`config.mk`:
```
export PLATFORM = sky130hd
export DESIGN_NAME = acc_exec_sequencer
export DESIGN_NICKNAME = d
export VERILOG_FILES = /design/src/rtl/acc_exec_sequencer_pkg.sv /design/src/rtl/acc_exec_sequencer_flag_gen.sv /design/src/rtl/acc_exec_sequencer.sv
export SDC_FILE = /design/constraint.sdc
export NUM_CORES = 1
export LEC_CHECK = 0
export BUFFER_PORTS_ARGS = -buffer_cell sky130_fd_sc_hd__buf_2
export CAP_MARGIN = 20
export CORE_MARGIN = 2
export CORE_UTILIZATION = 50
export DETAILED_ROUTE_END_ITERATION = 8
export GPL_TIMING_DRIVEN = 0
export MAX_ROUTING_LAYER = met4
export PLACE_DENSITY = 0.73
export SYNTH_ARGS = -nofsm -noshare
export SYNTH_HDL_FRONTEND = slang
export SYNTH_SLANG_ARGS = --single-unit
```
`constraint.sdc`:
```
create_clock -name clk -period 1.9 [get_ports clk]
set_clock_uncertainty 0.05 [all_clocks]
set_input_delay 0 -clock clk [delete_from_list [all_inputs] [get_ports clk]]
set_output_delay 0 -clock clk [all_outputs]
set_load 0.01 [all_outputs]
```
`src/rtl/acc_exec_sequencer_pkg.sv`:
```
`default_nettype none
// ============================================================================
// Module      : acc_exec_sequencer_pkg
// Description : Shared encodings for the accumulator execute sequencer:
//               command opcodes, arithmetic-unit selects, FSM states and
//               ZNCV flag bit positions.
// Revision    : 1.0 - initial release
// ============================================================================
package acc_exec_sequencer_pkg;

    // Command opcodes
    localparam logic [2:0] OP_LOAD = 3'b000;
    localparam logic [2:0] OP_ADD  = 3'b001;
    localparam logic [2:0] OP_SUB  = 3'b010;
    localparam logic [2:0] OP_NEG  = 3'b011;
    localparam logic [2:0] OP_INC  = 3'b100;
    localparam logic [2:0] OP_ADC  = 3'b101;
    localparam logic [2:0] OP_MUL  = 3'b110;
    localparam logic [2:0] OP_CLR  = 3'b111;

    // Arithmetic unit select encodings
    localparam logic [1:0] SEL_ADD = 2'b00;   // A + B + Cin
    localparam logic [1:0] SEL_SUB = 2'b01;   // A + ~B + Cin
    localparam logic [1:0] SEL_NEG = 2'b10;   // ~B + Cin
    localparam logic [1:0] SEL_INC = 2'b11;   // B + 1 + Cin

    // Sequencer states
    typedef enum logic [1:0] {
        IDLE   = 2'd0,
        EXEC   = 2'd1,
        MUL_IT = 2'd2,
        RESP   = 2'd3
    } state_t;

    // Flag vector bit positions, vector is {Z,N,C,V}
    localparam int FLAG_Z = 3;
    localparam int FLAG_N = 2;
    localparam int FLAG_C = 1;
    localparam int FLAG_V = 0;

endpackage
`default_nettype wire

```
`src/rtl/acc_exec_sequencer_flag_gen.sv`:
```
`default_nettype none
// ============================================================================
// Module      : acc_flag_gen
// Description : Combinational ZNCV flag computation for the value about to be
//               written into the accumulator.
// Revision    : 1.0 - initial release
// ============================================================================
module acc_flag_gen
    import acc_exec_sequencer_pkg::*;
#(
    parameter int N = 8
) (
    input  logic [2:0]   i_op,
    input  logic [N-1:0] i_acc,       // accumulator before the operation
    input  logic         i_data_msb,  // sign bit of the command operand
    input  logic [N-1:0] i_new_acc,   // value being written to the accumulator
    input  logic         i_cout,      // arithmetic unit carry-out
    input  logic         i_mul_c,     // accumulated multiply carry
    output logic [3:0]   o_flags
);

    localparam logic [N-1:0] c_most_neg = {1'b1, {(N-1){1'b0}}};
    localparam logic [N-1:0] c_most_pos = {1'b0, {(N-1){1'b1}}};

    // Z/N come from the new value; C/V depend on the operation class
    always_comb begin
        o_flags         = '0;
        o_flags[FLAG_Z] = (i_new_acc == '0);
        o_flags[FLAG_N] = i_new_acc[N-1];
        case (i_op)
            OP_ADD, OP_ADC: begin
                o_flags[FLAG_C] = i_cout;
                o_flags[FLAG_V] = (i_acc[N-1] == i_data_msb) && (i_new_acc[N-1] != i_acc[N-1]);
            end
            OP_SUB: begin
                o_flags[FLAG_C] = i_cout;   // 1 = no borrow
                o_flags[FLAG_V] = (i_acc[N-1] != i_data_msb) && (i_new_acc[N-1] != i_acc[N-1]);
            end
            OP_NEG: begin
                o_flags[FLAG_C] = i_cout;
                o_flags[FLAG_V] = (i_acc == c_most_neg);
            end
            OP_INC: begin
                o_flags[FLAG_C] = i_cout;
                o_flags[FLAG_V] = (i_acc == c_most_pos);
            end
            OP_MUL: begin
                o_flags[FLAG_C] = i_mul_c;
                o_flags[FLAG_V] = 1'b0;
            end
            default: begin
                // LOAD and CLR never carry or overflow
                o_flags[FLAG_C] = 1'b0;
                o_flags[FLAG_V] = 1'b0;
            end
        endcase
    end

endmodule
`default_nettype wire

```
`src/rtl/acc_exec_sequencer.sv`:
```
`default_nettype none
// ============================================================================
// Module      : acc_exec_sequencer
// Description : Execute stage ahead of an external combinational arithmetic
//               unit. Holds an N-bit accumulator and ZNCV flags, accepts one
//               command at a time, performs multiply by repeated addition and
//               returns the result over a valid/ready response channel.
// Revision    : 1.0 - initial release
// ============================================================================
module acc_exec_sequencer
    import acc_exec_sequencer_pkg::*;
#(
    parameter int N  = 8,
    parameter int CW = 8    // multiply iteration counter width, CW >= N
) (
    input  logic         clk,
    input  logic         rst,
    input  logic         cmd_valid,
    output logic         cmd_ready,
    input  logic [2:0]   cmd_op,
    input  logic [N-1:0] cmd_data,
    output logic         rsp_valid,
    input  logic         rsp_ready,
    output logic [N-1:0] rsp_acc,
    output logic [3:0]   rsp_flags,
    output logic [1:0]   arith_sel,
    output logic         arith_cin,
    output logic [N-1:0] arith_a,
    output logic [N-1:0] arith_b,
    input  logic [N-1:0] arith_result,
    input  logic         arith_cout,
    output logic         busy
);

    state_t          r_state;
    state_t          w_state_nxt;
    logic [2:0]      r_op;
    logic [N-1:0]    r_data;
    logic [N-1:0]    r_acc;
    logic [3:0]      r_flags;
    logic [N-1:0]    r_mcand;
    logic [N-1:0]    r_partial;
    logic [CW-1:0]   r_count;
    logic            r_mul_c;

    logic            w_accept;
    logic            w_mul_start;
    logic            w_last_it;
    logic            w_mul_c;
    logic [N-1:0]    w_new_acc;
    logic [3:0]      w_flags;

    assign w_accept    = (r_state == IDLE) && cmd_valid;
    assign w_mul_start = (r_op == OP_MUL) && (r_data != '0);
    assign w_last_it   = (r_count == CW'(1));
    assign w_mul_c     = (r_state == MUL_IT) ? (r_mul_c | arith_cout) : 1'b0;

    assign rsp_acc   = r_acc;
    assign rsp_flags = r_flags;

    // State register
    always_ff @(posedge clk or posedge rst) begin
        if (rst) begin
            r_state <= IDLE;
        end else begin
            r_state <= w_state_nxt;
        end
    end

    // Next-state decode plus handshake and arithmetic-unit drive
    always_comb begin
        w_state_nxt = r_state;
        cmd_ready   = 1'b0;
        rsp_valid   = 1'b0;
        busy        = 1'b1;
        arith_sel   = SEL_ADD;
        arith_cin   = 1'b0;
        arith_a     = '0;
        arith_b     = '0;
        case (r_state)
            IDLE: begin
                cmd_ready = 1'b1;
                busy      = 1'b0;
                if (cmd_valid) begin
                    w_state_nxt = EXEC;
                end
            end
            EXEC: begin
                case (r_op)
                    OP_ADD: begin
                        arith_a = r_acc;
                        arith_b = r_data;
                    end
                    OP_ADC: begin
                        arith_a   = r_acc;
                        arith_b   = r_data;
                        arith_cin = r_flags[FLAG_C];
                    end
                    OP_SUB: begin
                        arith_sel = SEL_SUB;
                        arith_a   = r_acc;
                        arith_b   = r_data;
                        arith_cin = 1'b1;
                    end
                    OP_NEG: begin
                        arith_sel = SEL_NEG;
                        arith_b   = r_acc;
                        arith_cin = 1'b1;
                    end
                    OP_INC: begin
                        arith_sel = SEL_INC;
                        arith_b   = r_acc;
                    end
                    default: ;  // LOAD, CLR and MUL setup leave the unit idle
                endcase
                w_state_nxt = w_mul_start ? MUL_IT : RESP;
            end
            MUL_IT: begin
                arith_a = r_partial;
                arith_b = r_mcand;
                if (w_last_it) begin
                    w_state_nxt = RESP;
                end
            end
            RESP: begin
                rsp_valid = 1'b1;
                if (rsp_ready) begin
                    w_state_nxt = IDLE;
                end
            end
            default: w_state_nxt = IDLE;
        endcase
    end

    // Value that the accumulator takes when an operation completes
    always_comb begin
        w_new_acc = arith_result;
        if (r_state == EXEC) begin
            case (r_op)
                OP_LOAD: w_new_acc = r_data;
                OP_CLR:  w_new_acc = '0;
                OP_MUL:  w_new_acc = '0;   // only reached with a zero multiplier
                default: w_new_acc = arith_result;
            endcase
        end
    end

    acc_flag_gen #(
        .N (N)
    ) u_flag_gen (
        .i_op       (r_op),
        .i_acc      (r_acc),
        .i_data_msb (r_data[N-1]),
        .i_new_acc  (w_new_acc),
        .i_cout     (arith_cout),
        .i_mul_c    (w_mul_c),
        .o_flags    (w_flags)
    );

    // Command capture, accumulator/flag update and multiply iteration state
    always_ff @(posedge clk or posedge rst) begin
        if (rst) begin
            r_op      <= OP_LOAD;
            r_data    <= '0;
            r_acc     <= '0;
            r_flags   <= '0;
            r_mcand   <= '0;
            r_partial <= '0;
            r_count   <= '0;
            r_mul_c   <= 1'b0;
        end else begin
            if (w_accept) begin
                r_op   <= cmd_op;
                r_data <= cmd_data;
            end
            if (r_state == EXEC) begin
                if (w_mul_start) begin
                    r_mcand   <= r_acc;
                    r_count   <= CW'(r_data);
                    r_partial <= '0;
                    r_mul_c   <= 1'b0;
                end else begin
                    r_acc   <= w_new_acc;
                    r_flags <= w_flags;
                end
            end
            if (r_state == MUL_IT) begin
                r_partial <= arith_result;
                r_count   <= r_count - CW'(1);
                r_mul_c   <= w_mul_c;
                if (w_last_it) begin
                    r_acc   <= w_new_acc;
                    r_flags <= w_flags;
                end
            end
        end
    end

endmodule
`default_nettype wire

```
Word-level counts from Yosys, hierarchy flattened
Cells that the tools add are included.
{"block": "op_classes", "mul": 0, "n_lt_le_gt_ge": 0, "reduce_logical": 18, "n_eq_ne": 19, "n_shift": 0, "div": 0, "addsub": 1, "bitwise": 1, "mux": 37}
{"op": "$mux 8", "count": 12}
{"op": "$pmux 8 s2", "count": 4}
{"op": "$mux 4", "count": 4}
{"op": "$eq 3x3->1 const B", "count": 4}
{"op": "$pmux 2 s5", "count": 1}
{"op": "$mux 1", "count": 9}
{"op": "$eq 8x1->1 const B", "count": 1}
{"op": "$eq 8x7->1 const B", "count": 1}
{"op": "$eq 8x8->1 const B", "count": 1}
{"op": "$logic_not 8->1", "count": 1}
{"op": "$mux 2", "count": 4}
{"op": "$pmux 2 s4", "count": 1}
{"op": "$reduce_bool 8->1", "count": 1}
{"op": "$reduce_or 2->1", "count": 4}
{"op": "$sub 8x1->8 const B", "count": 1}
{"op": "$eq 3x2->1 const B", "count": 2}
{"op": "$ne 2x2->1 const B", "count": 3}
{"op": "$pmux 2 s3", "count": 1}
{"op": "$eq 2x2->1 const B", "count": 2}
{"op": "$logic_and 1x1->1", "count": 4}
{"op": "$reduce_and 2->1", "count": 2}
{"op": "$reduce_bool 2->1", "count": 2}
{"op": "$eq 3x1->1 const B", "count": 1}
{"op": "$logic_not 3->1", "count": 1}
{"op": "other kinds (8)", "count": 9}
{"block": "totals", "memories": 0, "mem_bits_ro": 0, "latch_bits": 0, "word_cells": 85, "ramBits": 0, "in_bits": 24, "regBits": 50, "output_inout_bits": 34}

Logic depth before layout (Yosys ltp)
{"block": "depth", "ltp_word": 11, "ltp_mapped": 8, "depth_no_buf": 7}

By module
From an unflattened synthesis, not the netlist that was laid out.
{"block": "unflattened", "cells_unflattened": 310, "hier_area_um2": 3166.8}
{"mod": "acc_exec_sequencer", "instances": 1, "area_per_inst_um2": 2995.4, "cells_per_inst": 285}
{"mod": "acc_flag_gen", "instances": 1, "area_per_inst_um2": 171.4, "cells_per_inst": 25}

Least setup slack after synthesis
Ideal clock, no wire load.
{"block": "synth_path", "path_kind": "register to register", "start": "reg r_state[1]", "end": "reg r_flags[0] (netlist: rsp_flags[0])", "arrival_ps": 1901, "synth_period_minus_slack_ps": 2035, "n_path_buf": 1, "setup_slack_ps": -135, "setup_ps": 84, "path_stages_with_launch": 9, "cell_sequence": "dfrtp_1 inv_1 ha_1 buf_4 nor3b_4 a22oi_2 a2bb2oi_2 or4b_1 a41oi_2"}
{"block": "synth_between", "elab_chain_cells": 9, "word_cells_on_any_way": 11, "classes_between": "3 x eq/ne; 6 x mux; 2 x reduce/logical"}
{"element": "from (decl)", "line": "acc_exec_sequencer.sv:35", "text": "state_t r_state;"}
{"element": "from (signal assigned)", "line": "acc_exec_sequencer.sv:66", "text": "r_state <= w_state_nxt;"}
{"element": "$eq 2x1->1", "line": "acc_exec_sequencer.sv:138, acc_exec_sequencer.sv:176"}
{"element": "$mux 8", "line": "acc_exec_sequencer.sv:138", "text": "if (r_state == EXEC) begin"}
{"element": "$ne 1x1->1", "line": "acc_exec_sequencer_flag_gen.sv:33, acc_exec_sequencer_flag_gen.sv:37"}
{"element": "$logic_and 1x1->1 (on tied branches)", "line": "acc_exec_sequencer_flag_gen.sv:37, acc_exec_sequencer_flag_gen.sv:33"}
{"element": "$pmux 2 s5", "line": "acc_exec_sequencer_flag_gen.sv:30", "text": "case (i_op)"}
{"element": "$mux 4", "line": "acc_exec_sequencer.sv:177", "text": "if (w_mul_start) begin"}
{"element": "$mux 4", "line": "acc_exec_sequencer.sv:176", "text": "if (r_state == EXEC) begin"}
{"element": "$mux 4", "line": "acc_exec_sequencer.sv:191", "text": "if (w_last_it) begin"}
{"element": "$mux 4 (*)", "line": "acc_exec_sequencer.sv:187", "text": "if (r_state == MUL_IT) begin"}
{"element": "to (signal assigned)", "line": "acc_exec_sequencer.sv:184", "text": "r_flags <= w_flags;"}
{"element": "to (signal assigned)", "line": "acc_exec_sequencer.sv:193", "text": "r_flags <= w_flags;"}
{"element": "to (decl)", "line": "acc_exec_sequencer.sv:40", "text": "logic [3:0] r_flags;"}
Every way passes the cells marked *; elsewhere a longest branch is shown, timed or not.
A chain may end at the register's enable or synchronous reset.

Worst setup path in the final report
{"block": "layout_path", "start": "reg r_state[1]", "end": "reg r_flags[3] (netlist: rsp_flags[3])"}
{"block": "layout_between", "elab_chain_cells": 7, "word_cells_on_any_way": 8, "classes_between": "2 x eq/ne; 5 x mux; 1 x reduce/logical"}
{"element": "$eq 2x1->1", "line": "acc_exec_sequencer.sv:138, acc_exec_sequencer.sv:176"}
{"element": "$mux 8", "line": "acc_exec_sequencer.sv:138"}
{"element": "$logic_not 8->1", "line": "acc_exec_sequencer_flag_gen.sv:28", "text": "o_flags[FLAG_Z] = (i_new_acc == '0);"}
{"element": "$mux 4", "line": "acc_exec_sequencer.sv:177"}
{"element": "$mux 4", "line": "acc_exec_sequencer.sv:176"}
{"element": "$mux 4", "line": "acc_exec_sequencer.sv:191"}
{"element": "$mux 4 (*)", "line": "acc_exec_sequencer.sv:187"}
Marks and branches as above.

==> qor_table.md <==
| Step | Result | Reported |
|---|---|---|
| floorplanning | Total number of placement rows | 27 |
| place | RePlAce Congestion | 0.921 |
| floorplanning | Placeable core region | 0.00554 mm² |
| clock network | CTS Buf Count | 5 |
| sta | Max_slew headroom | 50.2% |
| sta | RSZ-0062 raised after global routing | yes |
| clock network | CTS root buffer | clkbuf_8 |
| sta | Final Critical Period | 1.98 ns |
| critical path | Setup CP Type | reg2reg |
| floorplanning | Die outline area | 0.00643 mm² |
| detailed routing | Detail Route Antenna Nets | 0 |
| detailed routing | Drt first pass iters | 5 |
| yosys | Number of enable flip-flop cells after synthesis | 0 |
| clock network | Longest Clk Path Bufs | 2 |
| detailed routing | Routed length per placed instance | 19.9 µm |
| sta | Final worst path period share | 104% |
| detailed routing | Post-route DRC | 0 |
| power and ir drop | Psw | 3.37 mW |
| yosys | Mapped Area | 0.00290 mm² |
| sta | Smallest setup slack after layout | -0.0841 ns |
| layout | Growth of design area from synthesis to finish | 37.2% |
| sta | Number of pins exceeding their max-slew limit in the final report | 0 |
| power and ir drop | Internal portion of total power | 3.99 mW |
| layout | Number of diodes | 0 |
| critical path | Required time at the worst-slack endpoint | 2.06 ns |
| detailed routing | Count of routing violations after the opening detailed-route iteration | 248 |
| place | Worst slack, placed | -0.312 ns |
| power and ir drop | Power, Total | 7.36 mW |
| layout | Final #Nets | 417 |
| global routing | Total global routing track utilization | 30.0% |
| critical path | Worst r2r path cells | 9 |
| power and ir drop | Switching share of total power | 45.8% |
| floorplanning | Chip width | 80.2 µm |
| global routing | Met3 Resource Use GR | 4.49% |
| yosys | Net Count, Synth | 317 |
| place | Estimated wirelength of the detail-placed design | 5790 µm |
| yosys | Count of mapped cells out of synthesis | 287 |
| critical path | Critical Path Slowest Stage Cell | dfrtp_1 |
| power and ir drop | Sequential cell fraction of total power | 31.8% |
| critical path | CP Max Fanout | 5 |
| detailed routing | Vias/cell | 6.31 |
| clock network | Number of sinks on the clock net | 50 |
| global routing | Met2 layer usage reported by global route | 47.8% |
| critical path | Worst reg2reg setup slack | -0.08 ns |
| power and ir drop | Static leakage | 1.74 nW |
| critical path | Critical path's largest stage delay | 0.41 ns |
| critical path | Worst reg2reg startpoint | r_state[1] |
| floorplanning | Initial core utilization | 52.4% |
| place | Number of port buffers | 57 |
| global routing | Vias in the first global route | 2778 |
| global routing | Global-route wire length before repair | 14300 µm |
| yosys | Number of distinct standard cells referenced by the synthesized netlist | 56 |
| clock network | Clock transition at path regs | 0.09 ns |
| yosys | Share of flip-flops with an asynchronous set or reset | 100% |
| global routing | GR Util met1 | 39.7% |
| power and ir drop | Share of total power in combinational logic | 59.6% |
| power and ir drop | Power per cell area | 1850 mW/mm² |
| clock network | CTS H-Tree Depth | 2 |
| sta | Final setup viols | 7 |
| global routing | Initial antenna violation count | 0 |
| sta | Fmax | 504 MHz |
| layout | Fillcell total | 414 |
| critical path | Worst path arrival time | 2.14 ns |
| run status | Status | finished, violations left |
| power and ir drop | Clock power frac | 8.6% |
| run | Maximum Capacitance Violations | 0 |
| yosys | Portion of the post-synthesis area used by sequential elements | 43.1% |
| critical path | Reg-to-reg critical path endpoint | rsp_flags[3] |
| global routing | Total gr overflow | 0 |
| sta | Hold violation count in the final report | 0 |
| clock network | TritonCTS clock tree | built |
| critical path | Worst path top cell family by delay | compound AO/OA/AOI/OAI gates |
| power and ir drop | Worst ir drop on vdd | 0.000985 V |
| yosys | Main synth FF type | dfrtp_1 |
| critical path | Cell-by-cell listing of the critical path | inv_2 -> ha_4 -> nor3b_4 -> buf_4 -> buf_6 -> a22oi_1 -> a2bb2oi_2 -> and4_1 -> a31o_1 |
| critical path | Startpoint kind of the worst setup timing path | register |
| floorplanning | Vertical die dimension | 80.2 µm |
| clock network | Worst-Skew Late Latency | 0.31 ns |
| yosys | Flops & latches, synth | 50 |
| run status | Failing checks | setup timing |
| worst hold path | Path class of the lowest-slack min-delay path | in2async |
| yosys | Synth warnings | 0 |
| critical path | Count of buffering cells on the critical path with inverters included | 3 |
| floorplanning | I/O pin count | 58 |
| yosys | Average instance area after synthesis | 10.1 µm² |
| detailed routing | DRT Wirelength | 9180 µm |
| global routing | GRT busiest layer | met2 |
| detailed routing | Via Count | 2901 |
| sta | Fin Hold WS | 0.0995 ns |
| global routing | Pin count of the biggest net entering global routing | 42 |
| critical path | Capturing element type of the critical path | register |
| layout | Share of layout cells above drive strength 1 | 38.4% |
| sta | Slew of the pin with the lowest slew margin | 0.741 ns |
-- cell families (layout without fill, tap and decap cells) --
group / after synthesis / in the layout / synth area share, %
mux: 24 / 24 / 9.14
fa+ha+maj: 6 / 6 / 2.59
compound gates: 92 / 92 / 24.8
simple gates: 79 / 79 / 15.1
flops: 50 / 50 / 43.1
buf+inv: 36 / 137 / 5.30
-- per-layer routing --
metal / routed length, µm / vias up
li1: - / 1290
met1: 3730 / 1433
met2: 4530 / 148
met3: 699 / 30
met4: 216 / 0
met5: 0 / -
-- area by class of cell --
| type | instances | area [µm²] | area share, % |
|---|---|---|---|
| Clock inverter | 2 | 13.8 | 0.346 |
| Clock buffer | 6 | 72.6 | 1.82 |
| Multi-Input combinational cell | 201 | 1690 | 42.5 |
| Inverter | 14 | 52.6 | 1.32 |
| Tap cell | 72 | 90.1 | 2.26 |
| Timing Repair Buffer | 100 | 679 | 17.1 |
| Buffer | 15 | 125 | 3.14 |
| Sequential cell | 50 | 1250 | 31.5 |
-- sequential cells by signal, summed over array words and instances, names as in the netlist --
register / cells
r_state: 2
r_partial: 8
r_mcand: 8
r_count: 8
rsp_acc: 8
r_op: 3
rsp_flags: 4
r_data: 8
r_mul_c: 1
-- worst reg2reg max path: cells and delay by family, from the launching register on --
kind,cells,cell delay [ns]
AO/OA/AOI/OAI,3,0.46
flip-flops,1,0.41
adder cells (fa/ha/maj),1,0.18
AND/OR/NAND/NOR,2,0.43
buffers and inverters,3,0.36
-- cells in the mapped netlist, types with 2 or more instances --
master / count / area, µm²
buf_2: 6 / 30.0
nand2b_1: 3 / 18.8
a2bb2oi_1: 7 / 61.3
nor2_1: 23 / 86.3
a21oi_1: 16 / 80.1
a22o_1: 15 / 131
o31ai_1: 4 / 30.0
nand3b_1: 2 / 15.0
a41oi_1: 2 / 17.5
o21a_1: 2 / 15.0
nor3b_1: 2 / 15.0
o22a_1: 4 / 35.0
nor2b_1: 12 / 75.1
clkbuf_1: 13 / 48.8
inv_1: 14 / 52.6
a32oi_1: 4 / 35.0
a31oi_1: 2 / 12.5
a222oi_1: 7 / 70.1
mux2_1: 10 / 113
mux2i_1: 4 / 40.0
nand2_1: 11 / 41.3
and4_1: 2 / 17.5
nand3_1: 4 / 20.0
dfrtp_1: 50 / 1250
o21ai_2: 2 / 17.5
a22oi_1: 7 / 52.6
o21ai_1: 6 / 30.0
nor4_1: 3 / 18.8
nor3_1: 4 / 20.0
and2_1: 3 / 18.8
mux2_2: 10 / 113
nand4_1: 4 / 25.0
ha_1: 6 / 75.1
-- how the worst max path moves through the flow --
| stage | cells after the start | slack [ns] | end | startpoint |
|---|---|---|---|---|
| 2_1_floorplan | 8 | -0.13 | rsp_flags[0] | r_state[1] |
| 6_report | 9 | -0.08 | rsp_flags[3] | r_state[1] |
| 3_3_place_gp | 8 | -0.26 | rsp_flags[0] | r_state[1] |
| 3_5_place_dp | 8 | -0.31 | rsp_flags[0] | r_state[1] |
| 5_1_grt | 9 | -0.15 | rsp_flags[3] | r_state[1] |
| 4_1_cts | 8 | -0.06 | rsp_flags[0] | r_state[1] |
-- through the flow --
stage          instance area (µm²)  TNS (ns)  cells  utilization [%]
5_1_grt                       3980     -2.20    460             71.9
3_5_place_dp                  3300     -6.76    417             59.6
2_1_floorplan                 2910    -0.129    287                -
4_1_cts                       3860    -0.242    458             69.6
6_report                      3980    -0.175    460             71.9
3_3_place_gp                  3280     -5.86    416             59.2
-- power groups by stage --
stage                     clock, mW  combinational [mW]  sequential (mW)
final                         0.631                4.39             2.34
after global routing          0.681                4.75             2.37
after CTS                     0.642                4.03             2.25
after detailed placement          0                3.49             2.23
after global placement            0                3.39             2.20
after floorplan                   0                2.53             2.04
-- cells in the final DEF (no fill, tap or decap), types with 5 or more instances in the layout --
| master | synthesis | final |
|---|---|---|
| buf_4 | 1 | 23 |
| nand2_1 | 11 | 10 |
| o21ai_1 | 6 | 5 |
| dlygate4sd3_1 | 0 | 22 |
| dfrtp_1 | 50 | 47 |
| a22oi_1 | 7 | 5 |
| a21oi_1 | 16 | 16 |
| a2bb2oi_2 | 1 | 6 |
| nor2b_1 | 12 | 11 |
| clkbuf_8 | 0 | 5 |
| mux2_1 | 10 | 10 |
| inv_1 | 14 | 11 |
| mux2_2 | 10 | 10 |
| a222oi_1 | 7 | 7 |
| a22o_1 | 15 | 15 |
| nor2_1 | 23 | 22 |
| buf_2 | 6 | 59 |
-- repair_timing --
action | CTS | global route
endpoints found under the hold margin | 73 | 0
resized for setup | 41 | 32
setup buffers | 16 | 4
hold buffers | 22 | 0
pin swaps | 9 | 11
setup endpoints to repair | 55 | 61
Note: power is estimated with default switching activity, not from simulation.
